===== config.mk =====
export PLATFORM = sky130hd
export DESIGN_NAME = combo_sweep_ctrl
export DESIGN_NICKNAME = d
export VERILOG_FILES = /design/src/rtl/combo_sweep_ctrl.sv
export SDC_FILE = /design/constraint.sdc
export NUM_CORES = 1
export LEC_CHECK = 0
export BUFFER_PORTS_ARGS = -buffer_cell sky130_fd_sc_hd__buf_2
export CAP_MARGIN = 20
export CORE_MARGIN = 3
export CORE_UTILIZATION = 50
export CTS_CLUSTER_SIZE = 25
export DETAILED_ROUTE_END_ITERATION = 8
export PLACE_DENSITY_LB_ADDON = 0.1
export SLEW_MARGIN = 20
export SYNTH_ARGS = -nofsm -noshare
export SYNTH_HDL_FRONTEND = slang
export SYNTH_SLANG_ARGS = --single-unit

===== constraint.sdc =====
create_clock -name clk -period 2.4 [get_ports clk]
set_input_delay 0.24 -clock clk [delete_from_list [all_inputs] [get_ports clk]]
set_output_delay 0.24 -clock clk [all_outputs]
set_load 0.1 [all_outputs]

===== src/rtl/combo_sweep_ctrl.sv =====
// Self-test sequencer: sweeps the 4-input combo block through all 16 input
// vectors, captures its truth table and compares it against a golden table.
module combo_sweep_ctrl #(
    parameter int unsigned SETTLE   = 2,
    parameter logic [15:0] EXPECTED = 16'h0000
) (
    input  logic        clk,
    input  logic        rst,
    input  logic        start,
    input  logic        o,
    output logic        a,
    output logic        b,
    output logic        c,
    output logic        d,
    output logic        busy,
    output logic        done,
    output logic [15:0] truth_table,
    output logic        mismatch,
    output logic [3:0]  first_fail
);

    localparam int unsigned IDX_W   = 4;
    localparam int unsigned TBL_W   = 16;
    localparam int unsigned CNT_W   = (SETTLE > 1) ? $clog2(SETTLE) : 1;
    localparam logic [CNT_W-1:0] CNT_LAST = CNT_W'(SETTLE - 1);
    localparam logic [IDX_W-1:0] IDX_LAST = IDX_W'(TBL_W - 1);

    typedef enum logic [1:0] {
        IDLE  = 2'd0,
        DRIVE = 2'd1,
        DONE  = 2'd2
    } state_t;

    state_t             state_q, state_d;
    logic [IDX_W-1:0]   idx_q, idx_d;
    logic [CNT_W-1:0]   cnt_q, cnt_d;
    logic [IDX_W-1:0]   vec_q, vec_d;
    logic               busy_q, busy_d;
    logic               done_q, done_d;
    logic [TBL_W-1:0]   table_q, table_d;
    logic               mismatch_q, mismatch_d;
    logic [IDX_W-1:0]   first_fail_q, first_fail_d;

    // State register; every output is a flop loaded with its next-state value.
    always_ff @(posedge clk) begin
        if (rst) begin
            state_q      <= IDLE;
            idx_q        <= '0;
            cnt_q        <= '0;
            vec_q        <= '0;
            busy_q       <= 1'b0;
            done_q       <= 1'b0;
            table_q      <= '0;
            mismatch_q   <= 1'b0;
            first_fail_q <= '0;
        end else begin
            state_q      <= state_d;
            idx_q        <= idx_d;
            cnt_q        <= cnt_d;
            vec_q        <= vec_d;
            busy_q       <= busy_d;
            done_q       <= done_d;
            table_q      <= table_d;
            mismatch_q   <= mismatch_d;
            first_fail_q <= first_fail_d;
        end
    end

    // Next-state and next-output logic.
    always_comb begin
        state_d      = state_q;
        idx_d        = idx_q;
        cnt_d        = cnt_q;
        table_d      = table_q;
        mismatch_d   = mismatch_q;
        first_fail_d = first_fail_q;
        vec_d        = '0;
        busy_d       = 1'b0;
        done_d       = 1'b0;

        case (state_q)
            IDLE: begin
                if (start) begin
                    idx_d        = '0;
                    cnt_d        = '0;
                    table_d      = '0;
                    mismatch_d   = 1'b0;
                    first_fail_d = '0;
                    busy_d       = 1'b1;
                    state_d      = DRIVE;
                end
            end
            DRIVE: begin
                vec_d  = idx_q;
                busy_d = 1'b1;
                cnt_d  = cnt_q + CNT_W'(1);
                if (cnt_q == CNT_LAST) begin
                    table_d[idx_q] = o;
                    // First failure latches; later ones cannot displace it.
                    if ((o != EXPECTED[idx_q]) && !mismatch_q) begin
                        mismatch_d   = 1'b1;
                        first_fail_d = idx_q;
                    end
                    cnt_d = '0;
                    if (idx_q == IDX_LAST) begin
                        vec_d   = '0;
                        busy_d  = 1'b0;
                        done_d  = 1'b1;
                        state_d = DONE;
                    end else begin
                        idx_d = idx_q + IDX_W'(1);
                        vec_d = idx_q + IDX_W'(1);
                    end
                end
            end
            DONE: begin
                state_d = IDLE;
            end
            default: begin
                state_d = IDLE;
            end
        endcase
    end

    assign {d, c, b, a} = vec_q;
    assign busy         = busy_q;
    assign done         = done_q;
    assign truth_table  = table_q;
    assign mismatch     = mismatch_q;
    assign first_fail   = first_fail_q;

endmodule


==> flow_summary.toml, run 1 <==
[cells_and_area]
n_antenna_cell = 0
postLayoutCoreUtil = 0.595
proportion_of_layout_cells_with_a_drive_suffix_above_1 = 0.228
nets = 222
flow.area_growth_from_synthesis_pct = 8.24

[drt]
drt_wl_total_um = 4480
detailedRoute.firstIterationViolations = 132
remaining_drc_errors = 0
firstDrtPassIters = 4
dr_total_vias = 1623
routed_via_density = 6.27
wl_per_cell_um = 17.3
antenna_violating_nets_post_route = 0

[floorplan]
floorplan.io_pins = 31
initial_core_util = 0.550
die_y_um = 65.3
floorplan.core_area_um2 = 3200
floorplan.rows = 20
floorplan.die_area_um2 = 4270
die_w_um = 65.3

[clocking]
post_cts_resized = 0
cts_root_buf = "sky130_fd_sc_hd__clkbuf_4"
clock_insertion_delay_worst_skew_ns = 0.34
number_of_cts_inserted_buffers = 5
clock_path_buffers = 2
clock_slew_at_the_register_clock_pins_of_the_worst_setup_and_hold_paths_ns = 0.10
cts_max_level = 2
post_cts_buffers = 0
ctsHoldBuffers = 0
cts_tree = "yes"
numClockSinks = 34

[pwr]
ir_drop_mv = 0.326
seqPwrFrac = 0.573
power_switching_share = 0.270
p_leak_nw = 0.674
power.share.combinational = 0.095
clockPowerShare = 0.332
switchingPower_mw = 0.272
cell_pwr_density_nw_per_um2 = 528
power.internal_mw = 0.734

[sta]
skew_ns = 0.00559
timing.final.hold_violations = 0
worst-slew-pin-transition_ns = 0.626
timing.final.crit_period_ns = 1.82
slew_headroom = 0.574
rsz_0062_raised_after_global_routing = "false"
final-setup-viol-count = 0
setup-tns-final_ns = 0
slew_viol_final = 0
achievable-frequency_ghz = 0.550
period_share = 0.758

[worst_setup_path]
timing.critical_path.buf_inv = 0
critPathCaptureType = "flop"
worstPathCellList = "and2b_1 > nand3b_1 > o32ai_1"
crit_path_start_kind = "flop"
crit_type = "reg2reg"
timing.critical_path.slowest_stage_cell = "sky130_fd_sc_hd__dfxtp_1"
timing.critical_path.required_ns = 2.65
worst_path_dominant_cell_family = "simple AND/OR/NAND/NOR gates"
cp_max_fo = 19
worst_path_largest_cell_delay_ns = 0.62
crit_arrival_ns = 2.07

[placed_design]
gp_congestion = 0.832
place.detailed.hpwl_um = 2940
buffers_on_ports = 30

[synth]
synth_cells = 194
post_synth_instance_area_um2 = 1760
netlist-cell-type-count = 43
synth_warnings = 0
mappedNetlistNets = 202
postSynthRegisterBits = 34
ys_seq_area_frac = 0.387
ys_async_sr_fraction = 0
synth.avg_cell_area_um2 = 9.07
synth_edf_count = 0
synthFlopType = "sky130_fd_sc_hd__dfxtp_1"

[flow_run]
cap_viol_max_count = 0

[global_routing]
first_global_vias = 1523
antenna_found_initial = 0
grt_overflow = 0
grt_pass1_wl_um = 7620
grt_max_degree = 34
grt_util_all_layers = 0.229

[hold_path]
timing.hold.worst.class = "in2reg"

[status]
status = "finished clean"
## per-stage QoR
stage	hold WS, ns	total power, mW	instances	cell area (um^2)	worst slack [ns]
final	0.277	1.01	259	1910	0.582
after global routing	0.300	1.05	259	1910	0.464
after CTS	0.262	1.02	259	1910	0.610
after detailed placement	0.474	0.683	251	1850	0.641
after global placement	0.455	0.682	251	1850	0.647
after floorplan	0.469	0.673	194	1760	0.649
## power by group through the flow
stage               logic, mW  registers (mW)  clock network (mW)
finish                 0.0955           0.576               0.334
global route            0.103           0.578               0.367
CTS                    0.0952           0.576               0.344
detailed placement     0.0941           0.589                   0
global placement       0.0935           0.589                   0
floorplan              0.0687           0.604                   0
## logic make-up after synthesis
kind of cell	after synthesis	share of synthesized area
AND/OR/NAND/NOR	62	0.213
AO/OA/AOI/OAI	61	0.244
flip-flops	34	0.387
buffers and inverters	30	0.104
adder cells (fa/ha/maj)	4	0.0284
multiplexers	2	0.0185
XOR/XNOR	1	0.00498
## final timing paths
kind                      start       endpoint  slack (ns)  cells past startpoint
hold / removal                o       mismatch        0.28                      3
setup reg to reg     state_q[0]       idx_q[3]        0.58                      3
hold reg to reg   first_fail[2]  first_fail[2]        0.49                      1
setup / recovery     state_q[0]       idx_q[3]        0.58                      3
## flip-flops by register name, indices dropped and copies added, names as in the netlist
| register | flops |
|---|---|
| busy | 1 |
| cnt_q | 1 |
| done | 1 |
| first_fail | 4 |
| idx_q | 4 |
| mismatch | 1 |
| state_q | 2 |
| truth_table | 16 |
| vec_q | 4 |
## cells in the final DEF, fill, tap and decap left out, types with 3 or more instances in the layout
cell and n:
sky130_fd_sc_hd__a311oi_1 3, sky130_fd_sc_hd__inv_1 8, sky130_fd_sc_hd__nand4_1 8, sky130_fd_sc_hd__buf_2 30
sky130_fd_sc_hd__buf_4 4, sky130_fd_sc_hd__dfxtp_1 34, sky130_fd_sc_hd__a31oi_1 19, sky130_fd_sc_hd__clkbuf_4 5
sky130_fd_sc_hd__nand3b_1 6, sky130_fd_sc_hd__o21ai_1 10, sky130_fd_sc_hd__ha_1 4, sky130_fd_sc_hd__a22o_1 4
sky130_fd_sc_hd__nand3_1 21, sky130_fd_sc_hd__nand2b_1 4, sky130_fd_sc_hd__o21ai_0 7, sky130_fd_sc_hd__nor3_1 3
sky130_fd_sc_hd__and4b_1 3, sky130_fd_sc_hd__nand2_1 4, sky130_fd_sc_hd__o311ai_0 6, sky130_fd_sc_hd__nor2_1 6
## synth_stat cells (2+ instances only)
| cell type | number | area [um^2] |
|---|---|---|
| sky130_fd_sc_hd__dfxtp_1 | 34 | 681 |
| sky130_fd_sc_hd__a31oi_1 | 19 | 119 |
| sky130_fd_sc_hd__a211o_1 | 2 | 17.5 |
| sky130_fd_sc_hd__and4b_1 | 3 | 30.0 |
| sky130_fd_sc_hd__nor2_1 | 6 | 22.5 |
| sky130_fd_sc_hd__buf_2 | 6 | 30.0 |
| sky130_fd_sc_hd__o311ai_0 | 6 | 52.6 |
| sky130_fd_sc_hd__nand2b_1 | 4 | 25.0 |
| sky130_fd_sc_hd__ha_1 | 4 | 50.1 |
| sky130_fd_sc_hd__nand4_1 | 8 | 50.1 |
| sky130_fd_sc_hd__a311oi_1 | 3 | 26.3 |
| sky130_fd_sc_hd__o21ai_1 | 10 | 50.1 |
| sky130_fd_sc_hd__nand3_1 | 21 | 105 |
| sky130_fd_sc_hd__buf_6 | 5 | 56.3 |
| sky130_fd_sc_hd__buf_4 | 4 | 30.0 |
| sky130_fd_sc_hd__inv_1 | 8 | 30.0 |
| sky130_fd_sc_hd__nor3_1 | 3 | 15.0 |
| sky130_fd_sc_hd__nor2b_1 | 2 | 12.5 |
| sky130_fd_sc_hd__o21ai_0 | 7 | 35.0 |
| sky130_fd_sc_hd__nand3b_1 | 6 | 45.0 |
| sky130_fd_sc_hd__o32ai_1 | 2 | 17.5 |
| sky130_fd_sc_hd__nand2_1 | 4 | 15.0 |
| sky130_fd_sc_hd__clkbuf_1 | 4 | 15.0 |
| sky130_fd_sc_hd__a22o_1 | 4 | 35.0 |
## area by class of cell
cell class / count / area, um^2
clock buffers: 7 / 55.1
clock inverters: 1 / 5.00
fillers: 301 / 1300
inverters: 9 / 33.8
multi-input cells: 130 / 896
flip-flops and latches: 34 / 681
well taps: 44 / 55.1
repair buffers: 34 / 180
## per-layer routing
metal	part of all wire	wire length, um	track usage	vias up
li1	-	-	-	772
met1	0.45	2010	0.309	790
met2	0.47	2120	0.348	55
met3	0.068	303	0.0615	6
met4	0.011	48	0.0881	0
met5	0	0	0	-
## worst reg2reg max path, stage by stage (launching register included)
cell and delay (ns):
sky130_fd_sc_hd__dfxtp_1 0.62, sky130_fd_sc_hd__and2b_1 0.62, sky130_fd_sc_hd__nand3b_1 0.30, sky130_fd_sc_hd__o32ai_1 0.19
No activity file was read; power rests on OpenSTA's default activity.
==> run 2: changes to the inputs <==
==> constraint.sdc (replaced) <==
create_clock -name clk -period 1.9 [get_ports clk]
set_input_delay 0.19 -clock clk [delete_from_list [all_inputs] [get_ports clk]]
set_output_delay 0.19 -clock clk [all_outputs]
set_load 0.1 [all_outputs]
==> run 2 against run 1 <==
  * Critical path depth up 1
  * Routed wire length decreased by 2.9%
  * Core utilization grew 1.2 points
  * Design area up 2.0%
  * First-iteration DRC count rose by 13%
  * Combinational power rose by 36%
  * Clock-buffer cell count unchanged
  * Sequential power increased by 26%
  * Largest cell class unchanged
==> flow_summary.toml, run 2 (same netlist as run 1, synthesis figures left out) <==
[worst_setup_path]
worst_path_largest_cell_delay_ns = 0.47
regToRegEndpoint = "idx_q[3]"
worst_case_reg_to_reg_path_depth = 4
r2r_setup_slack_ns = 0.27
regToRegStartpoint = "idx_q[0]"
cp_max_fo = 9
timing.critical_path.required_ns = 2.13
critPathCaptureType = "flop"
crit_arrival_ns = 1.87
crit_path_start_kind = "flop"
timing.critical_path.slowest_stage_cell = "sky130_fd_sc_hd__dfxtp_1"
worstPathCellList = "ha_1 > and3_1 > a211oi_2 > o32ai_1"
crit_type = "reg2reg"

[pwr]
ir_drop_mv = 0.425
p_leak_nw = 0.700
cell_pwr_density_nw_per_um2 = 655

[drt]
routed_via_density = 6.23
detailedRoute.firstIterationViolations = 149
drt_wl_total_um = 4350
antenna_violating_nets_post_route = 0
firstDrtPassIters = 4
remaining_drc_errors = 0
wl_per_cell_um = 16.5
dr_total_vias = 1646

[clocking]
clock_slew_at_the_register_clock_pins_of_the_worst_setup_and_hold_paths_ns = 0.10
number_of_cts_inserted_buffers = 5
post_cts_resized = 0
numClockSinks = 34
post_cts_buffers = 0
clock_path_buffers = 2
ctsHoldBuffers = 0
clock_insertion_delay_worst_skew_ns = 0.33
cts_max_level = 2
cts_tree = "yes"
cts_root_buf = "sky130_fd_sc_hd__clkbuf_4"

[cells_and_area]
nets = 227
commonest_non_fill_non_tap_cell_in_the_layout = "sky130_fd_sc_hd__dfxtp_1"
final_cell_area_um2 = 1940
largest_reg_flops = 16
n_antenna_cell = 0
flow.area_growth_from_synthesis_pct = 10.4
multiInputGateArea_um2 = 896
proportion_of_layout_cells_with_a_drive_suffix_above_1 = 0.245
register_cell_area_after_layout_um2 = 681
fillerInstances = 324
layout_common_cells = "34 x sky130_fd_sc_hd__dfxtp_1, 30 x sky130_fd_sc_hd__buf_2, 21 x sky130_fd_sc_hd__nand3_1"

[hold_path]
timing.hold.worst.class = "in2reg"
worstHoldPathCells = 3
min_from = "o"
min_delay_worst_endpoint = "mismatch"

[global_routing]
grt_pass1_wl_um = 7260
grt_max_degree = 34
first_global_vias = 1511
grt_overflow = 0
grt_use_met1 = 0.291
met2_usage = 0.350
grt_use_met3 = 0.0376
antenna_found_initial = 0
grt.busiest_layer = "met2"
grt_util_all_layers = 0.218

[placed_design]
dpl_worst_slack_ns = 0.316
place.detailed.hpwl_um = 2920
gp_congestion = 0.848
dpl_cell_area_um2 = 1880
buffers_on_ports = 30

[sta]
slew_headroom = 0.570
slew_viol_final = 0
final-setup-viol-count = 0
setup-tns-final_ns = 0
timing.final.hold_violations = 0
period_share = 0.860
timing.final.crit_period_ns = 1.63
fin_ws_ns = 0.265
achievable-frequency_ghz = 0.612
final.hold.worst_slack_ns = 0.264
worst-slew-pin-transition_ns = 0.645
rsz_0062_raised_after_global_routing = "false"
skew_ns = 0.00939

[flow_run]
cap_viol_max_count = 0

[floorplan]
floorplan.io_pins = 31
die_w_um = 65.3
floorplan.core_area_um2 = 3200
die_y_um = 65.3
floorplan.rows = 20
initial_core_util = 0.550
floorplan.die_area_um2 = 4270

[status]
status = "finished clean"
[run 2: cell count changes in the layout (fill, tap and decap cells not counted)]
cell | previous run | this run
sky130_fd_sc_hd__buf_4 | 4 | 9
[run 2: worst max-delay path, delay by kind of cell (launching register included)]
kind	cells	cell delay, ns
and+or+nand+nor	1	0.32
AOI/OAI and AO/OA	2	0.39
DFF	1	0.47
adders and majority gates	1	0.37
[run 2: how the worst max path moves through the flow]
stage               startpoint            end  slack [ns]  depth (start not counted)
CTS                   idx_q[0]       idx_q[3]        0.29                          4
finish                idx_q[0]       idx_q[3]        0.27                          4
global route          idx_q[0]       idx_q[3]        0.14                          4
detailed placement    idx_q[0]       idx_q[3]        0.32                          4
global placement      idx_q[0]       vec_q[3]        0.39                          4
floorplan             mismatch  first_fail[0]        0.15                          3
[run 2: layer usage]
layer  routed length (um)  up-vias
li1                     -      782
met1                 1940      790
met2                 2040       67
met3                  313        7
met4                   59        0
met5                    0        -
[run 2: layout make-up]
type / instances / share of cell area
clock buffers: 7 / 0.0283
repair buffers: 39 / 0.112
multi-input cells: 130 / 0.461
inverters: 9 / 0.0174
clock inverters: 1 / 0.00258
flip-flops and latches: 34 / 0.350
well taps: 44 / 0.0283
[run 2: power breakdown]
| part | total [mW] | switching, mW | internal [mW] |
|---|---|---|---|
| Clock | 0.416 | 0.237 | 0.179 |
| Sequential | 0.727 | 0.00745 | 0.719 |
| Combinational | 0.130 | 0.0943 | 0.0352 |
[run 2: per-stage QoR]
step	util	instances	power [mW]
6_report	0.607	264	1.27
3_3_place_gp	0.588	256	0.869
3_5_place_dp	0.588	256	0.871
2_1_floorplan	-	194	0.850
4_1_cts	0.607	264	1.28
5_1_grt	0.607	264	1.33
